==> src/rtl/sms4_ck_stream_pkg.sv <==
// rtl/sms4_ck_stream_pkg.sv - shared constants, state type and helpers for the SMS4 CK stream
package sms4_ck_stream_pkg;

  localparam int SMS4_ROUNDS   = 32;
  localparam int SMS4_CK_MULT  = 7;
  localparam int SMS4_CK_BYTES = 4;
  localparam int SMS4_IDX_W    = 5;

  localparam logic SMS4_DIR_FWD = 1'b0;
  localparam logic SMS4_DIR_REV = 1'b1;

  typedef enum logic {
    ST_IDLE = 1'b0,
    ST_RUN  = 1'b1
  } ck_state_e;

  // Elaboration-time reduction of an integer expression to a byte
  function automatic logic [7:0] mod256(input int v);
    return v[7:0];
  endfunction

endpackage

==> src/rtl/sms4_ck_lane.sv <==
// rtl/sms4_ck_lane.sv - one byte lane of CK: base plus a folded per-lane offset
module sms4_ck_lane
  import sms4_ck_stream_pkg::*;
#(
  parameter int LANE = 0,
  parameter int MULT = SMS4_CK_MULT
) (
  input  logic [7:0] base,
  output logic [7:0] ck_byte
);

  localparam logic [7:0] OFFSET = mod256(LANE * MULT);

  assign ck_byte = base + OFFSET;

endmodule

==> src/rtl/sms4_ck_stream.sv <==
// rtl/sms4_ck_stream.sv - streams SMS4 key-schedule constants CK_i forward or reverse
module sms4_ck_stream
  import sms4_ck_stream_pkg::*;
#(
  parameter int ROUNDS = SMS4_ROUNDS,
  parameter int BYTES  = SMS4_CK_BYTES,
  parameter int MULT   = SMS4_CK_MULT,
  parameter int IDX_W  = SMS4_IDX_W
) (
  input  logic               clk,
  input  logic               rst,
  input  logic               start,
  input  logic               dir,
  input  logic               abort,
  output logic [8*BYTES-1:0] ck,
  output logic [IDX_W-1:0]   ck_idx,
  output logic               ck_valid,
  input  logic               ck_ready,
  output logic               ck_last,
  output logic               busy
);

  localparam logic [IDX_W-1:0] IDX_LAST  = IDX_W'(ROUNDS - 1);
  localparam logic [IDX_W-1:0] IDX_ONE   = IDX_W'(1);
  localparam logic [7:0]       BASE_STEP = mod256(BYTES * MULT);
  localparam logic [7:0]       BASE_LAST = mod256(BYTES * MULT * (ROUNDS - 1));

  ck_state_e          state_q, state_d;
  logic               dir_q, dir_d;
  logic [IDX_W-1:0]   idx_d;
  logic [7:0]         base_q, base_d;
  logic               last_d;
  logic [8*BYTES-1:0] ck_d;

  always_comb begin
    state_d = state_q;
    dir_d   = dir_q;
    idx_d   = ck_idx;
    base_d  = base_q;
    case (state_q)
      ST_IDLE: begin
        if (start && !abort) begin
          state_d = ST_RUN;
          dir_d   = dir;
          if (dir == SMS4_DIR_REV) begin
            idx_d  = IDX_LAST;
            base_d = BASE_LAST;
          end else begin
            idx_d  = '0;
            base_d = '0;
          end
        end
      end
      ST_RUN: begin
        // ck_valid is always high in RUN, so ck_ready alone marks a handshake
        if (abort) begin
          state_d = ST_IDLE;
        end else if (ck_ready) begin
          if (ck_last) begin
            state_d = ST_IDLE;
          end else if (dir_q == SMS4_DIR_REV) begin
            idx_d  = ck_idx - IDX_ONE;
            base_d = base_q - BASE_STEP;
          end else begin
            idx_d  = ck_idx + IDX_ONE;
            base_d = base_q + BASE_STEP;
          end
        end
      end
      default: state_d = ST_IDLE;
    endcase
    last_d = (state_d == ST_RUN) &&
             (((dir_d == SMS4_DIR_FWD) && (idx_d == IDX_LAST)) ||
              ((dir_d == SMS4_DIR_REV) && (idx_d == '0)));
  end

  // Lanes see the next base so ck lands in the same register stage as ck_idx
  for (genvar j = 0; j < BYTES; j++) begin : g_lane
    sms4_ck_lane #(
      .LANE (j),
      .MULT (MULT)
    ) u_lane (
      .base    (base_d),
      .ck_byte (ck_d[8*(BYTES-1-j) +: 8])
    );
  end

  always_ff @(posedge clk) begin
    if (rst) begin
      state_q  <= ST_IDLE;
      dir_q    <= SMS4_DIR_FWD;
      base_q   <= '0;
      ck_idx   <= '0;
      ck       <= '0;
      ck_valid <= 1'b0;
      ck_last  <= 1'b0;
      busy     <= 1'b0;
    end else begin
      state_q  <= state_d;
      dir_q    <= dir_d;
      base_q   <= base_d;
      ck_idx   <= idx_d;
      ck       <= ck_d;
      ck_valid <= (state_d == ST_RUN);
      ck_last  <= last_d;
      busy     <= (state_d == ST_RUN);
    end
  end

endmodule

==> config.mk <==
export PLATFORM = sky130hd
export DESIGN_NAME = sms4_ck_stream
export DESIGN_NICKNAME = d
export VERILOG_FILES = /design/src/rtl/sms4_ck_stream_pkg.sv /design/src/rtl/sms4_ck_lane.sv /design/src/rtl/sms4_ck_stream.sv
export SDC_FILE = /design/constraint.sdc
export NUM_CORES = 1
export LEC_CHECK = 0
export ABC_AREA = 1
export BUFFER_PORTS_ARGS = -buffer_cell sky130_fd_sc_hd__buf_2
export CORE_AREA = 2 2 62 87
export CTS_CLUSTER_DIAMETER = 50
export DETAILED_ROUTE_END_ITERATION = 10
export DIE_AREA = 0 0 64 89
export PLACE_DENSITY_LB_ADDON = 0.3
export SETUP_SLACK_MARGIN = 0.05
export SKIP_LAST_GASP = 1
export SLEW_MARGIN = 25
export SYNTH_ARGS = -nofsm -noshare
export SYNTH_HDL_FRONTEND = slang
export SYNTH_HIERARCHICAL = 1
export SYNTH_SLANG_ARGS = --single-unit
==> constraint.sdc <==
create_clock -name clk -period 7.84 [get_ports clk]
set_input_delay 0.392 -clock clk [delete_from_list [all_inputs] [get_ports clk]]
set_output_delay 0.392 -clock clk [all_outputs]
set_load 0.01 [all_outputs]
After elaboration in Yosys (flattened, before gate mapping) --
Cells that the tools add are included.
Cells by class: multiply operators 0, $lt $le $gt $ge 0, reductions and logical operators 7, add/sub/neg operators 7, divide/modulo/power cells 0, muxes and demuxes 21, bitwise operators 2, shift-type cells 0, equality and inequality tests 1
Operators by type and width (count):
- 8-bit 2-to-1 mux | 5
- 5-bit 2-to-1 mux | 6
- 8-bit by 5-bit adder with 8-bit output, second input constant | 2
- 8-bit case mux with 2 select lines | 1
- 5-bit case mux with 2 select lines | 1
- 8-bit by 3-bit adder with 8-bit output, second input constant | 1
- 8-bit by 4-bit adder with 8-bit output, second input constant | 1
- 8-bit by 5-bit subtractor with 8-bit output, second input constant | 1
- 7-bit 2-to-1 mux | 1
- 1-bit 2-to-1 mux | 6
- 5-bit by 1-bit adder with 5-bit output, second input constant | 1
- 5-bit == test, second input constant | 1
- 5-bit zero test | 1
- 5-bit by 1-bit subtractor with 5-bit output, second input constant | 1
- 1-bit logical AND | 4
- 1-bit inverter | 2
- 1-bit case mux with 2 select lines | 1
- 1-bit zero test | 1
- 1-bit logical OR | 1
Storage, ports and cells: latch bits 0, memory bits (read-only) 0, input bits 6, memories kept 0, register bits after elaboration 48, bits in writable memories 0, output and inout port bits 40

Logic depth before layout (Yosys ltp) --
depth after elaboration 10, mapped depth 16, depth with buffers taken out 16

Modules after synthesis --
The synthesis kept the hierarchy.
Modules (own cells, without submodules):
- sms4_ck_stream | area each 2064.5 um2, sequential area each 960.9 um2, cells each 274, times used 1
- sms4_ck_lane (g_lane[3].u_lane) | area each 172.7 um2, sequential area each 0.0 um2, cells each 32, times used 1
- sms4_ck_lane (g_lane[1].u_lane) | area each 162.7 um2, sequential area each 0.0 um2, cells each 33, times used 1
- sms4_ck_lane (g_lane[2].u_lane) | area each 145.1 um2, sequential area each 0.0 um2, cells each 30, times used 1
- sms4_ck_lane (g_lane[0].u_lane) | area each 60.1 um2, sequential area each 0.0 um2, cells each 8, times used 1

Worst setup path after synthesis --
OpenSTA, ideal clock, no wires.
kind reg2reg, from reg dir_q, to reg ck[23], path slack 5.291 ns, required time 7.712 ns, stages on the path, launching flop included 12, buffers on the path 0, arrival time 2.421 ns, library setup time 0.128 ns, path through dfxtp_1 -> inv_1 -> fa_1 -> o21ai_0 -> a21oi_1 -> nand2_2 -> nor2_2 -> nand2_1 -> nand2_1 -> nand2_1 -> inv_1 -> nor2_1
Between the ends: cells in the longest elaborated chain, start to end 6
Ends and longest elaborated chain:
- from (decl) | RTL line sms4_ck_stream.sv:29 | logic dir_q, dir_d;
- from (signal assigned) | RTL line sms4_ck_stream.sv:100 | dir_q <= dir_d;
- 8-bit 2-to-1 mux | RTL line sms4_ck_stream.sv:61 | end else if (dir_q == SMS4_DIR_REV) begin
- 8-bit 2-to-1 mux | RTL line sms4_ck_stream.sv:59 | if (ck_last) begin
- 8-bit 2-to-1 mux | RTL line sms4_ck_stream.sv:58 | end else if (ck_ready) begin
- 8-bit 2-to-1 mux | RTL line sms4_ck_stream.sv:56 | if (abort) begin
- 8-bit case mux with 2 select lines | RTL line sms4_ck_stream.sv:40 | case (state_q)
- named net base_d[3] | RTL line sms4_ck_stream.sv:31 | logic [7:0] base_q, base_d;
- 8-bit by 3-bit adder with 8-bit output | RTL line sms4_ck_lane.sv:14 | assign ck_byte = base + OFFSET;
- named net ck_d[23] | RTL line sms4_ck_stream.sv:33 | logic [8*BYTES-1:0] ck_d;
- to (signal assigned) | RTL line sms4_ck_stream.sv:103 | ck <= ck_d;
- to (decl) | RTL line sms4_ck_stream.sv:15 | output logic [8*BYTES-1:0] ck,
The timed path passes the listed nets, and every way through them passes these cells. A chain may end at the register's enable or synchronous reset.

Final worst setup path --
from reg dir_q, to reg ck[22]
The elaborated chain is that of the path after synthesis.

==> summary by stage <==
Clocking
The clock input transition at the sequential cells of the worst setup and hold paths is 0.09 ns. The total CTS buffers is 5. The clock reaches the later pin of the worst-skew pair after roughly 0.30 ns. Once the clock tree was built, the resizer swapped 0 gates to a different size. The clock tree root buffer cell is sky130_fd_sc_hd__clkbuf_8.

CTS saw 48 sinks. The longest clock path from root to sink contains 2 buffers. In this run, post-CTS hold repair placed 0 buffers. The H-tree depth reported by CTS is 2. The count of buffers added by post-CTS timing repair for setup is 0.

TritonCTS built the clock tree.

Power and ir drop
The analysis attributes to net switching a power of roughly 160 µW. The share of total power dissipated in the clock network is 0.365. The power density over the cells is approximately 200 mW/mm². Of the total power, the share spent switching nets is 0.279. The combinational cell fraction of total power is 0.183. The internal cell power is ~420 µW. The proportion of power drawn by flip-flops and latches is 0.453. The static power due to leakage is 1.58 nW. The maximum ir drop on the vdd rail is around 0.00015 V.

Setup path
The slowest cell on the critical path is sky130_fd_sc_hd__dfxtp_1. STA puts the critical path data required time at 8.01 ns. The category of the most critical setup path is register to register.

The startpoint identified for the worst register-to-register timing path is dir_q. The critical path's largest stage delay is 0.52 ns. Of all nets on the critical path, the largest fanout is 12. The library cell appearing most often on the critical path is sky130_fd_sc_hd__nand2_1. The type of element capturing the critical path is a register.

Walking the worst path, the cells encountered are inv_1 -> ha_1 -> nand2_1 -> nand2_1 -> a31o_2 -> or2_2 -> nand3_1 -> nand2_1 -> nand2_1 -> inv_1 -> nor2_2 -> nand2_1 -> nand2_1 -> nand2_1 -> inv_1 -> nor2_1. The type of element launching the critical path is a register. Data on the critical path arrives at its endpoint at slightly above 3 ns. Tracing the worst setup path back leads to its startpoint at dir_q. For flop-to-flop paths, the worst setup slack is 4.94 ns.

STA
The number of hold violations in the final report was 0. The post-route setup TNS is 0 ns. The final max-slew violation count is 0. The share of the cycle needed by the critical path after routing is 0.369.

The routed design could run at a clock period as short as roughly 2.9 ns. Based on the critical path, the design can be clocked at up to 345 MHz. The worst pin sits at a relative slew slack of 0.472. The post-layout worst setup margin is a little under 5 ns. Setup repair after global routing left no endpoint under its margin.

For the pin with the worst max-slew slack, the measured transition is roughly 0.79 ns. The worst clock skew is between 0.005 and 0.006 ns. Setup violations remaining at the end of the flow were counted as 0.

Drt
The first routing iteration left ~100 violations. The via density per instance is about 4.8. The remaining design rule violation count is 0. The final layout contains routed wiring with a total length of around 5300 µm. The detailed-route wire length per cell is between 10 and 15 µm. The first detailed-routing pass took 4 iterations. The via count of the routed design is 2292. Once detail routing completed, the nets flagged for antenna violations numbered 0.

Final layout
Relative to the synthesized area, the layout overhead comes to 13.3%. For this run, the post-layout net count is 431. The antenna diode instance count is 0.

Once layout is done, the placed cells without fillers occupy 0.00295 mm². In the final layout, the share of cells above drive strength 1 is 0.220.

Die
The die span in y is approximately 89 µm. The die covers 0.00570 mm². The starting density of the core is 0.538.

The I/O pin total is between 40 and 50. The floorplan step set the die width to ~64 µm. The core box area is 0.00484 mm². The initialized floorplan defines 30 standard-cell rows.

Logic synthesis
Synthesis handed over a netlist of about 380 instances. The Yosys step of the flow raised 6 warnings. Of the synthesized area, sequential elements account for 0.369.

In this run, synthesis produced a sequential element count of between 40 and 50. The number of nets in the synthesized netlist is roughly 400. The number of different library cells used by synthesis comes to 29. The cell area that synthesis handed to floorplanning was ~0.0026 mm². The post-synthesis area per instance is around 7 µm².

Global route
Global routing finished with a remaining overflow of 0. The global-route wire length before repair is 9090 µm. The aggregate global-route resource usage is 0.203.

The pin count of the biggest net entering global routing is 48. The via count of the first global-routing pass was around 2200. The number of antenna violations at the first check in global routing came to 0.

Run
The tool flagged a number of max-cap violations equal to 0.

Worst hold path
The startpoint of the lowest-slack hold path is dir. The type of the worst min-delay path is input pin to register.

Place
The routability congestion estimate is ~0.84. Once placement finished, the instance area stood at ~0.0028 mm². The wire-length estimate of the detail-placed layout is 3880 µm. Before CTS, the worst setup slack after placement is 4.97 ns.

The number of input and output port buffers inserted is 45.

Run status
The flow ran to the end, and the final reports show no timing, DRC or antenna violations.
[layout by cell type (no fill, tap or decap), types with 3 or more instances in the layout]
| master | instances |
|---|---|
| sky130_fd_sc_hd__xor2_1 | 5 |
| sky130_fd_sc_hd__nor2_2 | 6 |
| sky130_fd_sc_hd__o21ai_2 | 3 |
| sky130_fd_sc_hd__nand2_1 | 85 |
| sky130_fd_sc_hd__nand3_2 | 4 |
| sky130_fd_sc_hd__ha_1 | 10 |
| sky130_fd_sc_hd__nor2_1 | 44 |
| sky130_fd_sc_hd__nand4_1 | 4 |
| sky130_fd_sc_hd__inv_1 | 70 |
| sky130_fd_sc_hd__inv_2 | 5 |
| sky130_fd_sc_hd__a21oi_1 | 16 |
| sky130_fd_sc_hd__nand3b_1 | 4 |
| sky130_fd_sc_hd__buf_2 | 45 |
| sky130_fd_sc_hd__clkbuf_8 | 5 |
| sky130_fd_sc_hd__nand3_1 | 22 |
| sky130_fd_sc_hd__dfxtp_1 | 48 |
| sky130_fd_sc_hd__nand2_2 | 12 |
| sky130_fd_sc_hd__o21ai_0 | 8 |
[Yosys cell counts]
library cell / instances / area share
sky130_fd_sc_hd__a211oi_1: 1 / 0.0029
sky130_fd_sc_hd__a21o_2: 1 / 0.0034
sky130_fd_sc_hd__a21oi_1: 17 / 0.033
sky130_fd_sc_hd__a31o_2: 1 / 0.0034
sky130_fd_sc_hd__buf_1: 3 / 0.0043
sky130_fd_sc_hd__buf_4: 11 / 0.032
sky130_fd_sc_hd__clkbuf_1: 2 / 0.0029
sky130_fd_sc_hd__clkinv_1: 1 / 0.0014
sky130_fd_sc_hd__dfxtp_1: 48 / 0.37
sky130_fd_sc_hd__fa_1: 2 / 0.015
sky130_fd_sc_hd__ha_1: 10 / 0.048
sky130_fd_sc_hd__inv_1: 70 / 0.10
sky130_fd_sc_hd__inv_2: 5 / 0.0072
sky130_fd_sc_hd__nand2_1: 85 / 0.12
sky130_fd_sc_hd__nand2_2: 12 / 0.029
sky130_fd_sc_hd__nand2_4: 1 / 0.0043
sky130_fd_sc_hd__nand3_1: 22 / 0.042
sky130_fd_sc_hd__nand3_2: 4 / 0.015
sky130_fd_sc_hd__nand3b_1: 4 / 0.012
sky130_fd_sc_hd__nand4_1: 4 / 0.0096
sky130_fd_sc_hd__nor2_1: 44 / 0.063
sky130_fd_sc_hd__nor2_2: 6 / 0.014
sky130_fd_sc_hd__nor2_4: 2 / 0.0086
sky130_fd_sc_hd__o21ai_0: 8 / 0.015
sky130_fd_sc_hd__o21ai_2: 3 / 0.010
sky130_fd_sc_hd__or2_1: 1 / 0.0024
sky130_fd_sc_hd__or2_2: 2 / 0.0048
sky130_fd_sc_hd__xnor2_1: 2 / 0.0067
sky130_fd_sc_hd__xor2_1: 5 / 0.017
[registers in the layout, summed over array words and instances, names as in the netlist]
name	flops
dir_q	1
ck_idx	5
base_q	8
state_q	1
ck_last	1
ck	32
[path summary, 6_finish.rpt]
check         endpoint  cells past startpoint
max             ck[22]                     16
max reg2reg     ck[22]                     16
min reg2reg  base_q[0]                      2
min              dir_q                      3
[cell type report]
class,count,area [µm²]
clock inverter,3,68.8
multi-input combinational,237,1260
tap,64,80.1
sequential,48,961
fill,458,1890
clock buffer,5,68.8
timing repair buffer,45,225
inverter,76,285
[stage by stage]
step,util,power [mW],std cells,hold slack [ns]
final,0.609,0.589,478,0.428
after global routing,0.609,0.620,478,0.466
after CTS,0.609,0.593,478,0.432
after detailed placement,0.580,0.379,470,0.437
after global placement,0.580,0.378,470,0.434
after floorplan,-,0.353,377,0.426
[layer usage]
layer	GRT usage	up-vias	part of all wire
met2	0.386	50	0.52
met1	0.210	1031	0.42
met5	0	-	0
met3	0.0353	11	0.036
li1	-	1200	-
met4	0.111	0	0.020
[kinds of logic after synthesis]
kind of cell	Yosys count	synth area share
flops	48	0.369
buf+inv	92	0.148
simple gates	187	0.328
xor+xnor	7	0.0235
compound gates	31	0.0677
fa+ha+maj	12	0.0634
[worst max-delay path, delay by kind of cell (launching register included)]
family                     cells  cell delay [ns]
buffers and inverters          3             0.40
AOI/OAI and AO/OA              1             0.22
DFF                            1             0.52
and+or+nand+nor               11             1.22
adders and majority gates      1             0.39
[power by group through the flow]
stage / sequential, mW / clock (mW) / combinational [mW]
finish: 0.266 / 0.215 / 0.108
global route: 0.268 / 0.228 / 0.124
CTS: 0.267 / 0.218 / 0.108
detailed placement: 0.272 / 0 / 0.107
global placement: 0.272 / 0 / 0.106
floorplan: 0.277 / 0 / 0.0762
No activity file was read; power rests on OpenSTA's default activity.
